[config.mk]
export PLATFORM = sky130hd
export DESIGN_NAME = char_sweep_sequencer
export DESIGN_NICKNAME = d
export VERILOG_FILES = /design/src/rtl/char_sweep_pkg.sv /design/src/rtl/tick_timer.sv /design/src/rtl/char_sweep_sequencer.sv
export SDC_FILE = /design/constraint.sdc
export NUM_CORES = 1
export LEC_CHECK = 0
export CAP_MARGIN = 0
export CORE_ASPECT_RATIO = 1.25
export CORE_UTILIZATION = 45
export CTS_BUF_LIST = sky130_fd_sc_hd__clkbuf_16
export CTS_CLUSTER_SIZE = 14
export DETAILED_ROUTE_END_ITERATION = 10
export PLACE_DENSITY = 0.71
export SETUP_SLACK_MARGIN = 0.15
export SYNTH_ARGS = -nofsm -noshare
export SYNTH_HDL_FRONTEND = slang
export SYNTH_SLANG_ARGS = --single-unit
[constraint.sdc]
create_clock -name clk -period 1.9 [get_ports clk]
set_input_delay 0.19 -clock clk [delete_from_list [all_inputs] [get_ports clk]]
set_output_delay 0.19 -clock clk [all_outputs]
set_load 0.02 [all_outputs]
[src/rtl/char_sweep_pkg.sv]
// rtl/char_sweep_pkg.sv - shared types and default grid sizes for the characterization sweep sequencer
package char_sweep_pkg;

  localparam int DEF_NBSLOPES       = 7;
  localparam int DEF_NBCAPA         = 7;
  localparam int DEF_TICK_CYCLES    = 10;
  localparam int DEF_TIMEOUT_CYCLES = 255;

  typedef enum logic [3:0] {
    IDLE,
    SET_SLOPE,
    SET_CAPA,
    ARM,
    EDGE,
    MEASURE,
    RESTORE,
    DONE,
    ERROR
  } sweep_state_e;

  typedef enum logic [1:0] {
    ERR_NONE     = 2'd0,
    ERR_MISMATCH = 2'd1,
    ERR_TIMEOUT  = 2'd2
  } sweep_err_e;

  // States whose duration is one quiet interval of the tick timer
  function automatic logic is_tick_state(sweep_state_e s);
    return (s == SET_SLOPE) || (s == SET_CAPA) || (s == ARM) ||
           (s == EDGE) || (s == RESTORE);
  endfunction

endpackage

[src/rtl/tick_timer.sv]
// rtl/tick_timer.sv - loadable down-counter that saturates at zero and flags expiry
module tick_timer #(
  parameter int WIDTH = 8
) (
  input  logic             clk,
  input  logic             rst_n,
  input  logic             load,
  input  logic [WIDTH-1:0] load_value,
  output logic             expired
);

  logic [WIDTH-1:0] count;

  always_ff @(posedge clk or negedge rst_n) begin
    if (!rst_n) begin
      count <= '0;
    end else if (load) begin
      count <= load_value;
    end else if (count != '0) begin
      count <= count - WIDTH'(1);
    end
  end

  // Loading N-1 makes the owning state last exactly N cycles
  assign expired = (count == '0);

endmodule

[src/rtl/char_sweep_sequencer.sv]
// rtl/char_sweep_sequencer.sv - slope x capacitance sweep sequencer; CHAR_SWEEP_TIMEOUT_EN adds an ack watchdog
module char_sweep_sequencer
  import char_sweep_pkg::*;
#(
  parameter  int NBSLOPES       = DEF_NBSLOPES,
  parameter  int NBCAPA         = DEF_NBCAPA,
  parameter  int TICK_CYCLES    = DEF_TICK_CYCLES,
  parameter  int TIMEOUT_CYCLES = DEF_TIMEOUT_CYCLES,
  localparam int SW             = (NBSLOPES > 1) ? $clog2(NBSLOPES) : 1,
  localparam int CW             = (NBCAPA > 1) ? $clog2(NBCAPA) : 1
) (
  input  logic          clk,
  input  logic          rst_n,
  input  logic          start,
  input  logic          dout,
  input  logic          meas_ack,
  output logic          din,
  output logic [SW-1:0] slope_idx,
  output logic [CW-1:0] capa_idx,
  output logic          meas_req,
  output logic          row_end,
  output logic          busy,
  output logic          done,
  output logic          error,
  output logic [1:0]    err_code
);

  localparam int            TW         = $clog2(TICK_CYCLES + 1);
  localparam logic [TW-1:0] TICK_LOAD  = TW'(TICK_CYCLES - 1);
  localparam logic [SW-1:0] SLOPE_LAST = SW'(NBSLOPES - 1);
  localparam logic [CW-1:0] CAPA_LAST  = CW'(NBCAPA - 1);

  if (TICK_CYCLES < 2 || TIMEOUT_CYCLES < 1) begin : g_param_check
    $error("char_sweep_sequencer: TICK_CYCLES must be >= 2 and TIMEOUT_CYCLES >= 1");
  end

  sweep_state_e state;
  logic         start_ok;
  logic         handshake;
  logic         tick_load;
  logic         tick_expired;
  logic         wd_expired;

  assign start_ok  = ((state == IDLE) || (state == DONE)) && start;
  assign handshake = (state == MEASURE) && meas_ack;
  // Reload on every exit from a timed state, from a start and from a handshake
  assign tick_load = start_ok || (is_tick_state(state) && tick_expired) || handshake;

  tick_timer #(.WIDTH(TW)) u_tick (
    .clk        (clk),
    .rst_n      (rst_n),
    .load       (tick_load),
    .load_value (TICK_LOAD),
    .expired    (tick_expired)
  );

`ifdef CHAR_SWEEP_TIMEOUT_EN
  localparam int            WW      = ($clog2(TIMEOUT_CYCLES + 1) > 8) ? $clog2(TIMEOUT_CYCLES + 1) : 8;
  localparam logic [WW-1:0] WD_LOAD = WW'(TIMEOUT_CYCLES - 1);

  logic wd_load;
  assign wd_load = (state == EDGE) && tick_expired;

  tick_timer #(.WIDTH(WW)) u_watchdog (
    .clk        (clk),
    .rst_n      (rst_n),
    .load       (wd_load),
    .load_value (WD_LOAD),
    .expired    (wd_expired)
  );
`else
  assign wd_expired = 1'b0;
`endif

  always_ff @(posedge clk or negedge rst_n) begin
    if (!rst_n) begin
      state     <= IDLE;
      din       <= 1'b1;
      slope_idx <= '0;
      capa_idx  <= '0;
      meas_req  <= 1'b0;
      row_end   <= 1'b0;
      busy      <= 1'b0;
      done      <= 1'b0;
      error     <= 1'b0;
      err_code  <= ERR_NONE;
    end else begin
      row_end <= 1'b0;
      case (state)
        IDLE, DONE: begin
          if (start) begin
            state     <= SET_SLOPE;
            slope_idx <= '0;
            capa_idx  <= '0;
            done      <= 1'b0;
            busy      <= 1'b1;
          end
        end
        SET_SLOPE: if (tick_expired) state <= SET_CAPA;
        SET_CAPA:  if (tick_expired) state <= ARM;
        ARM: begin
          if (tick_expired) begin
            state <= EDGE;
            din   <= 1'b0;
          end
        end
        EDGE: begin
          // The cell must have inverted the falling input by the end of the interval
          if (tick_expired) begin
            if (dout != 1'b1) begin
              state    <= ERROR;
              din      <= 1'b1;
              busy     <= 1'b0;
              error    <= 1'b1;
              err_code <= ERR_MISMATCH;
            end else begin
              state    <= MEASURE;
              meas_req <= 1'b1;
            end
          end
        end
        MEASURE: begin
          if (meas_ack) begin
            state    <= RESTORE;
            meas_req <= 1'b0;
            din      <= 1'b1;
          end else if (wd_expired) begin
            state    <= ERROR;
            meas_req <= 1'b0;
            din      <= 1'b1;
            busy     <= 1'b0;
            error    <= 1'b1;
            err_code <= ERR_TIMEOUT;
          end
        end
        RESTORE: begin
          if (tick_expired) begin
            if (capa_idx != CAPA_LAST) begin
              capa_idx <= capa_idx + CW'(1);
              state    <= SET_CAPA;
            end else if (slope_idx != SLOPE_LAST) begin
              row_end   <= 1'b1;
              capa_idx  <= '0;
              slope_idx <= slope_idx + SW'(1);
              state     <= SET_SLOPE;
            end else begin
              row_end <= 1'b1;
              busy    <= 1'b0;
              done    <= 1'b1;
              state   <= DONE;
            end
          end
        end
        ERROR: state <= ERROR;
        default: state <= IDLE;
      endcase
    end
  end

endmodule

# Word level (Yosys, flattened, before mapping)
# Cells that the tools add are included.
classes:
  magnitude_cmp: 0
  addsub: 3
  n_eq_ne: 23
  div: 0
  n_reduce_logical: 27
  mul: 0
  muxes: 46
  bitwise: 1
  shifts: 0
op_table:
  columns: ["cell", "count"]
  rows:
  - ["$mux W4", 10]
  - ["$pmux W4 S8", 1]
  - ["$mux W3", 9]
  - ["$ne A2 B2 Y1 const B", 11]
  - ["$mux W1", 20]
  - ["$eq A4 B3 Y1 const B", 4]
  - ["$reduce_and A5 Y1", 3]
  - ["$reduce_and A7 Y1", 2]
  - ["$pmux W3 S2", 2]
  - ["$eq A4 B2 Y1 const B", 2]
  - ["$logic_not A4 Y1", 2]
  - ["$reduce_and A4 Y1", 2]
  - ["$logic_or A1 B1 Y1", 7]
  - ["$add A3 B1 Y3 const B", 2]
  - ["$ne A3 B3 Y1 const B", 2]
  - ["$pmux W1 S3", 2]
  - ["$reduce_bool A2 Y1", 3]
  - ["$reduce_bool A3 Y1", 2]
  - ["$eq A4 B1 Y1 const B", 1]
  - ["$eq A4 B4 Y1 const B", 1]
  - ["$pmux W1 S2", 2]
  - ["$reduce_bool A4 Y1", 1]
  - ["$sub A4 B1 Y4 const B", 1]
  - ["$logic_and A1 B1 Y1", 3]
  - ["other kinds (5)", 5]
word_totals:
  ram_bits: 0
  latchBits: 0
  output_inout_bits: 14
  wordCells: 110
  mem_count: 0
  mem_bits_ro: 0
  reg_bits: 20
  input_bits: 5

# Logic depth before layout (Yosys ltp)
# Gate-level depths: netlist of the first run.
logic_depth:
  word_depth: 9
  depth_mapped: 7
  depth_no_buf: 6

# Cells and area by module
# A second synthesis of the first run with hierarchy kept.
unflattened:
  hier_cells: 143
  hier_area_um2: 1310.0
modules_own_cells:
  columns: ["module", "area_per_inst_um2", "seq_area_each_um2", "cells_each", "n_inst"]
  rows:
  - ["char_sweep_sequencer", 1076.0, 401.6, 121, 1]
  - ["tick_timer", 234.0, 100.1, 22, 1]

# Worst setup path after synthesis of the first run
# Ideal clock, no wire load.
synth_path:
  path_kind: "reg2reg"
  start: "register u_tick.count[0]"
  end: "register u_tick.count[1]"
  required_time_ns: 1.775
  t_arrival_ns: 1.642
  slack_ns: 0.133
  path_buffers: 1
  period_less_slack_ns: 1.767
  path_stages_with_launch: 8
  setup_time_ns: 0.125
  path_cell_list: "dfrtp_1 > inv_1 > ha_1 > or3b_1 > buf_6 > a2111oi_4 > a311o_2 > a211oi_1"
synth_via:
  elab_chain_len: 5
  elab_cells_between_ends: 9
  cone_classes: "1 x add/sub; 2 x mux; 6 x reduce/logical"
synth_rtl:
  columns: ["element", "line_no", "text"]
  rows:
  - ["from (decl)", "tick_timer.sv:12", "logic [WIDTH-1:0] count;"]
  - ["from (signal assigned)", "tick_timer.sv:18", "count <= load_value;"]
  - ["from (signal assigned)", "tick_timer.sv:20", "count <= count - WIDTH'(1);"]
  - ["parallel branches: the longest is 5 deep, another holds $sub A4 B1 Y4", null, null]
# Several ways; the timed one is not identified. The select of a mux whose other input is x is not followed.
# A chain may end at the register's enable or synchronous reset.

# Worst setup path after layout of the first run
layout_path:
  start: "register u_tick.count[1]"
  end: "register u_tick.count[3]"
# Same word-level chain as after synthesis.

==> out/metrics.csv, run 1 <==
metric,value,unit
outcome,"finished, final reports clean",
crit end category,register,
Detailed Place HPWL,2314,um
Worst IR Drop VDD,0.7333,mV
fraction of registers with async set or reset after synthesis,100.0,%
Fin. Hold Viols,0,
FMAX,580.6,MHz
initial antenna violation count,0,
Synth warnings,0,
Core Box Area,0.002706,sq mm
largest cells by area after synthesis,"dfrtp_1, a21oi_1, nand2b_1, nand2_1, ha_1",
fraction of layout cells with a size suffix above 1,26.86,%
"Req. time, crit path",2.04,ns
path type of the worst setup path,reg -> reg,
clk sinks,20,
count of cell types in the netlist,50,
Total Wirelength,3227,um
first-pass GRT wire length,5361,um
area share of the largest cell type after synthesis,36.47,%
Total Routing Usage GR,22.22,%
CP startpoint kind,register,
ANT nets after route,0,
endpoints failing setup,0,
gr ovfl total,0,
"EDFF count, synth",0,
setup_tns,0,ns
RSZ-0062 raised after global routing,yes,
design area,0.001754,sq mm
"Critical Path, Cell by Cell",inv_2 -> ha_4 -> or3b_4 -> a2111oi_4 -> a311o_2 -> a211o_1,
Initial Util,48.17,%
reg-to-reg critical path startpoint,u_tick.count[1],
crit-path max FO,5,
Inserted Diodes,0,
mapped cell area,0.001304,sq mm
max-cap viol count,0,
placed cell areas,0.001565,sq mm
syn nets,150,
Die H,62.18,um
vias,1225,
H-tree levels,1,
slowest CP cell,a311o_2,
Rows,21,
1st-iter DRT viols,37,
Clock Latency Late Sink,0.25,ns
Leakage,0.7089,nW
Clock transition at path regs,0.06,ns
most frequent cells in the layout,"buf_4, dfrtp_1, clkdlybuf4s50_1",
root buffer cell,clkbuf_16,
crit path time final,1.722,ns
Slowest Stage Delay on Critical Path,0.41,ns
Yosys reg bits,20,
cts bufs inserted,3,
TritonRoute pass-1 iters,5,
CP bufs+invs,1,
I/O Buffers,17,
Reg2Reg Depth,6,
"delay-heaviest family, CP",compound AO/OA/AOI/OAI gates,
Mapped Cells,142,
"most common cell after layout, fill and taps aside",buf_4,
Bufs on Longest Clock Path,2,
CTS tree,built,
hold buffers post-CTS,0,
wire per inst,15.44,um
worst r2r dst,u_tick.count[3],
largest net degree at the start of global routing,14,
CP arrival,1.86,ns
Vias/cell,5.861,
GP Congestion,0.9587,
vias in the first global route,1150,
worst hold path type,in -> async,
post-synth top area cell,dfrtp_1,
most used flip-flop cell after synthesis,dfrtp_1,
P per Cell Area,1343,mW/mm^2
synthesis-to-finish area growth,34.55,%
"Seq/Total Area, Yosys",38.48,%
period utilization,90.65,%
reg2reg setup slack,0.18,ns
Hold WS,0.2229,ns
Clock Skew,0.0009737,ns
Max Slew Vio Count,0,
num ports,19,
fin nets,184,
Post-Syn Area per Cell,9.181,sq um
Die Wd,50.15,um
Die Footprint,0.003118,sq mm
DR DRC count,0,
logic make-up (layout without fill, tap and decap cells):
kind of cell | Yosys count | count (layout) | synth area share [%]
XOR/XNOR | 1 | 1 | 0.6719
multiplexers | 3 | 3 | 2.495
buffers and inverters | 18 | 51 | 7.101
flip-flops | 20 | 20 | 38.48
adder cells (fa/ha/maj) | 3 | 3 | 2.879
other | 1 | 1 | 0.2876
AND/OR/NAND/NOR | 51 | 51 | 22.55
AO/OA/AOI/OAI | 45 | 45 | 25.53
cells in the mapped netlist (4+ instances only):
master    number
a211o_1        4
a21oi_1       13
dfrtp_1       19
inv_1          8
nand2_1       11
nand2b_1       9
nand3_1        4
nor2_1         8
nor3_1         4
o21ai_0        5
layer usage:
metal | global-route usage (%) | share of wire (%) | vias to the layer above
li1 | - | - | 585
met1 | 30.56 | 44 | 594
met2 | 35.00 | 50 | 38
met3 | 2.941 | 4.3 | 8
met4 | 8.214 | 2.0 | 0
met5 | 0 | 0 | -
report_power, final:
group,internal (mW),leakage (nW),switching [mW]
clock,0.280,0.0385,0.156
sequential,0.559,0.243,0.170
combinational,0.616,0.427,0.573
total,1.46,0.709,0.900
per-stage QoR:
step | utilization (%) | power, mW | setup slack, ns | std cells
after floorplan | - | 1.387 | 0.1571 | 142
after global placement | 57.84 | 1.718 | 0.07321 | 198
after CTS | 62.27 | 2.253 | 0.1683 | 203
after global routing | 64.82 | 2.512 | 0.07591 | 209
final | 64.82 | 2.355 | 0.1776 | 209
after detailed placement | 57.84 | 1.741 | 0.009027 | 198
worst register-to-register path: cells and delay by family (launching register included):
family	cells	cell delay, ns
compound gates	3	0.72
fa+ha+maj	1	0.16
buf+inv	1	0.06
flops	1	0.38
simple gates	1	0.29
sequential cells by signal, indices dropped and copies added, names as in the netlist:
signal and cells:
done 1, din 1, meas_req 1, slope_idx 3, err_code 1, state 4
u_tick.count 4, row_end 1, capa_idx 3, busy 1
layout make-up:
cell class | count | area, sq um
Timing Repair Buffer | 38 | 340.3
Multi-Input combinational cell | 104 | 754.5
Sequential cell | 20 | 504.2
Clock inverter | 1 | 3.754
Fill cell | 230 | 952.2
Inverter | 9 | 33.78
Tap cell | 34 | 42.54
Clock buffer | 3 | 75.07
timing repair:
item	in CTS	in global routing
gates resized for setup	6	7
setup buffers	1	6
hold endpoints to repair	0	0
pin swaps	1	7
setup endpoints to repair	9	12
worst max path at each step:
stage	slack, ns	cells after the start	start	to
after floorplan	0.16	7	u_tick.count[0]	u_tick.count[1]
after global placement	0.07	6	start	u_tick.count[3]
after detailed placement	0.009	6	u_tick.count[0]	slope_idx[1]
after CTS	0.17	6	u_tick.count[0]	u_tick.count[1]
after global routing	0.08	5	state[0]	slope_idx[1]
final	0.18	6	u_tick.count[1]	u_tick.count[3]
(Power assumes the default switching activity.)
==> inputs of run 2 (changes only) <==
CAP_MARGIN = 5   (was 0)
CORE_UTILIZATION = 48   (was 45)
PLACE_DENSITY = 0.75   (was 0.71)
clock period = 1.5 ns   (was 1.9 ns; I/O delays follow)
==> out/metrics.csv, run 2 (same netlist as run 1, synthesis figures left out) <==
metric,value,unit,change
Filler Cell Count,158,,-31%
Bufs on Longest Clock Path,2,,unchanged
first-pass GRT wire length,6354,um,+19%
worst hold path type,in -> async,,
CP startpoint kind,register,,
ANT nets after route,0,,unchanged
"Critical Path, Cell by Cell",inv_2 -> ha_4 -> buf_6 -> nor3b_4 -> mux2_4 -> a211oi_4 -> buf_4 -> o32ai_2,,
root buffer cell,clkbuf_16,,
reg2reg setup slack,-0.22,ns,-0.40 ns
DR DRC count,0,,unchanged
Clock transition at path regs,0.06,ns,about the same
Int Pwr,2.078,mW,+43%
GP Congestion,0.9344,,-2.5%
sw frac,40.04,%,+1.8 points
CP bufs+invs,3,,+2
Place WS,-0.2453,ns,-0.2543 ns
Flop pwr share,26.1,%,-4.9 points
Largest regs,"state x4, u_tick.count x4",,
crit end category,register,,
"Req. time, crit path",1.63,ns,-0.41 ns
hold buffers post-CTS,0,,unchanged
worst r2r dst,state[0],,
initial antenna violation count,0,,unchanged
Detailed Place HPWL,2734,um,+18%
Reg2Reg Depth,8,,+2
Total Routing Usage GR,28.61,%,+6.4 points
logic gate share of total power,57.6,%,+7.1 points
Rows,20,,-4.8%
vias,1400,,+14%
FMAX,581.0,MHz,about the same
num ports,19,,unchanged
Psw,1.388,mW,+54%
Fin. Hold Viols,0,,unchanged
Core Box Area,0.002502,sq mm,-7.5%
fin nets,209,,+14%
final setup margin,-0.2211,ns,-0.3987 ns
Post-Layout Cell Count,233,,+11%
CP arrival,1.85,ns,about the same
P per Cell Area,1734,mW/mm^2,+29%
max-cap viol count,0,,unchanged
TritonRoute pass-1 iters,4,,-1
crit-path max FO,3,,-2
crit path time final,1.721,ns,-0.001287 ns
wire per inst,17.89,um,+16%
"most common cell after layout, fill and taps aside",buf_4,,
Die Footprint,0.002930,sq mm,-6.0%
final design utilization,79.85,%,+15 points
endpoints failing setup,17,,+17
outcome,"finished, violations left",,
RSZ-0062 raised after global routing,yes,,
Max Slew Vio Count,0,,unchanged
reg-to-reg critical path startpoint,u_tick.count[0],,
Clock Skew,0.005741,ns,+0.004767 ns
cts bufs inserted,3,,unchanged
slowest CP cell,dfrtp_1,,
Design Power,3.465,mW,+47%
dpl cells,221,,+12%
Slowest Stage Delay on Critical Path,0.36,ns,-0.05 ns
1st-iter DRT viols,47,,+27%
failing checks,setup timing,,
power share of the clock group,16.3,%,-2.2 points
largest net degree at the start of global routing,21,,+7
Total Wirelength,4169,um,+29%
path type of the worst setup path,reg -> reg,,
Die H,60.27,um,-3.1%
Clock Latency Late Sink,0.26,ns,about the same
clk sinks,20,,unchanged
most frequent cells in the layout,"buf_4, dfrtp_1, dlygate4sd2_1",,
vias in the first global route,1360,,+18%
Worst IR Drop VDD,1.063,mV,+45%
CP Depth,8,,+2
Initial Util,52.10,%,+3.9 points
gr ovfl total,0,,unchanged
"delay-heaviest family, CP",flip-flops,,
synthesis-to-finish area growth,53.26,%,
fraction of layout cells with a size suffix above 1,39.00,%,+12 points
Inserted Diodes,0,,unchanged
Vias/cell,6.009,,+2.5%
CTS tree,built,,
period utilization,114.7,%,+24 points
Leakage,0.8854,nW,+25%
H-tree levels,1,,unchanged
Die Wd,48.62,um,-3.1%
I/O Buffers,17,,unchanged
run 2: worst max-delay path by stage:
stage	start	to	slack, ns
after floorplan	u_tick.count[1]	u_tick.count[3]	-0.11
after global placement	start	u_tick.count[3]	-0.18
after detailed placement	start	state[2]	-0.25
after CTS	u_tick.count[0]	state[2]	-0.22
after global routing	u_tick.count[0]	u_tick.count[0]	-0.30
final	u_tick.count[0]	state[0]	-0.22
run 2: metal layers:
metal	GRT usage [%]	vias to the layer above	part of all wire, %
met2	51.79	58	51
met4	14.71	0	2.7
met5	0	-	0
met3	3.053	11	4.8
met1	33.70	694	41
li1	-	637	-
run 2: worst reg2reg max path, stage by stage (launching register included):
cell,delay (ns)
dfrtp_1,0.36
inv_2,0.06
ha_4,0.16
buf_6,0.11
nor3b_4,0.15
mux2_4,0.30
a211oi_4,0.25
buf_4,0.15
o32ai_2,0.06
run 2: metrics by stage:
step	area [sq um]	hold WS (ns)	TNS, ns
2_1_floorplan	1348	-0.1456	-0.6858
3_3_place_gp	1785	0.4692	-2.018
3_5_place_dp	1785	0.4736	-2.814
4_1_cts	1914	0.2507	-2.175
5_1_grt	1998	0.2758	-3.805
6_report	1998	0.2397	-2.608
run 2: power groups by stage:
stage	Combinational (mW)	Clock, mW	Sequential, mW
6_report	2.00	0.564	0.904
5_1_grt	2.10	0.584	0.922
4_1_cts	1.77	0.558	0.900
3_5_place_dp	1.68	0	0.900
3_3_place_gp	1.61	0	0.886
2_1_floorplan	0.922	0	0.923
run 2: timing repair:
item                       4_1_cts  5_1_grt
resized for setup               22        9
pin swaps                        7        4
setup buffers                    3        5
gates cloned                     0        0
setup endpoints to repair       32       20
run 2: layout make-up:
class                      instances  area, sq um  area share [%]
inverter                           9        33.78           1.691
multi-input combinational        104        829.5           41.52
clock buffer                       3        75.07           3.757
sequential                        20        503.0           25.17
tap                               33        41.29           2.066
clock inverter                     1        3.754          0.1879
timing repair buffer              63        511.7           25.61
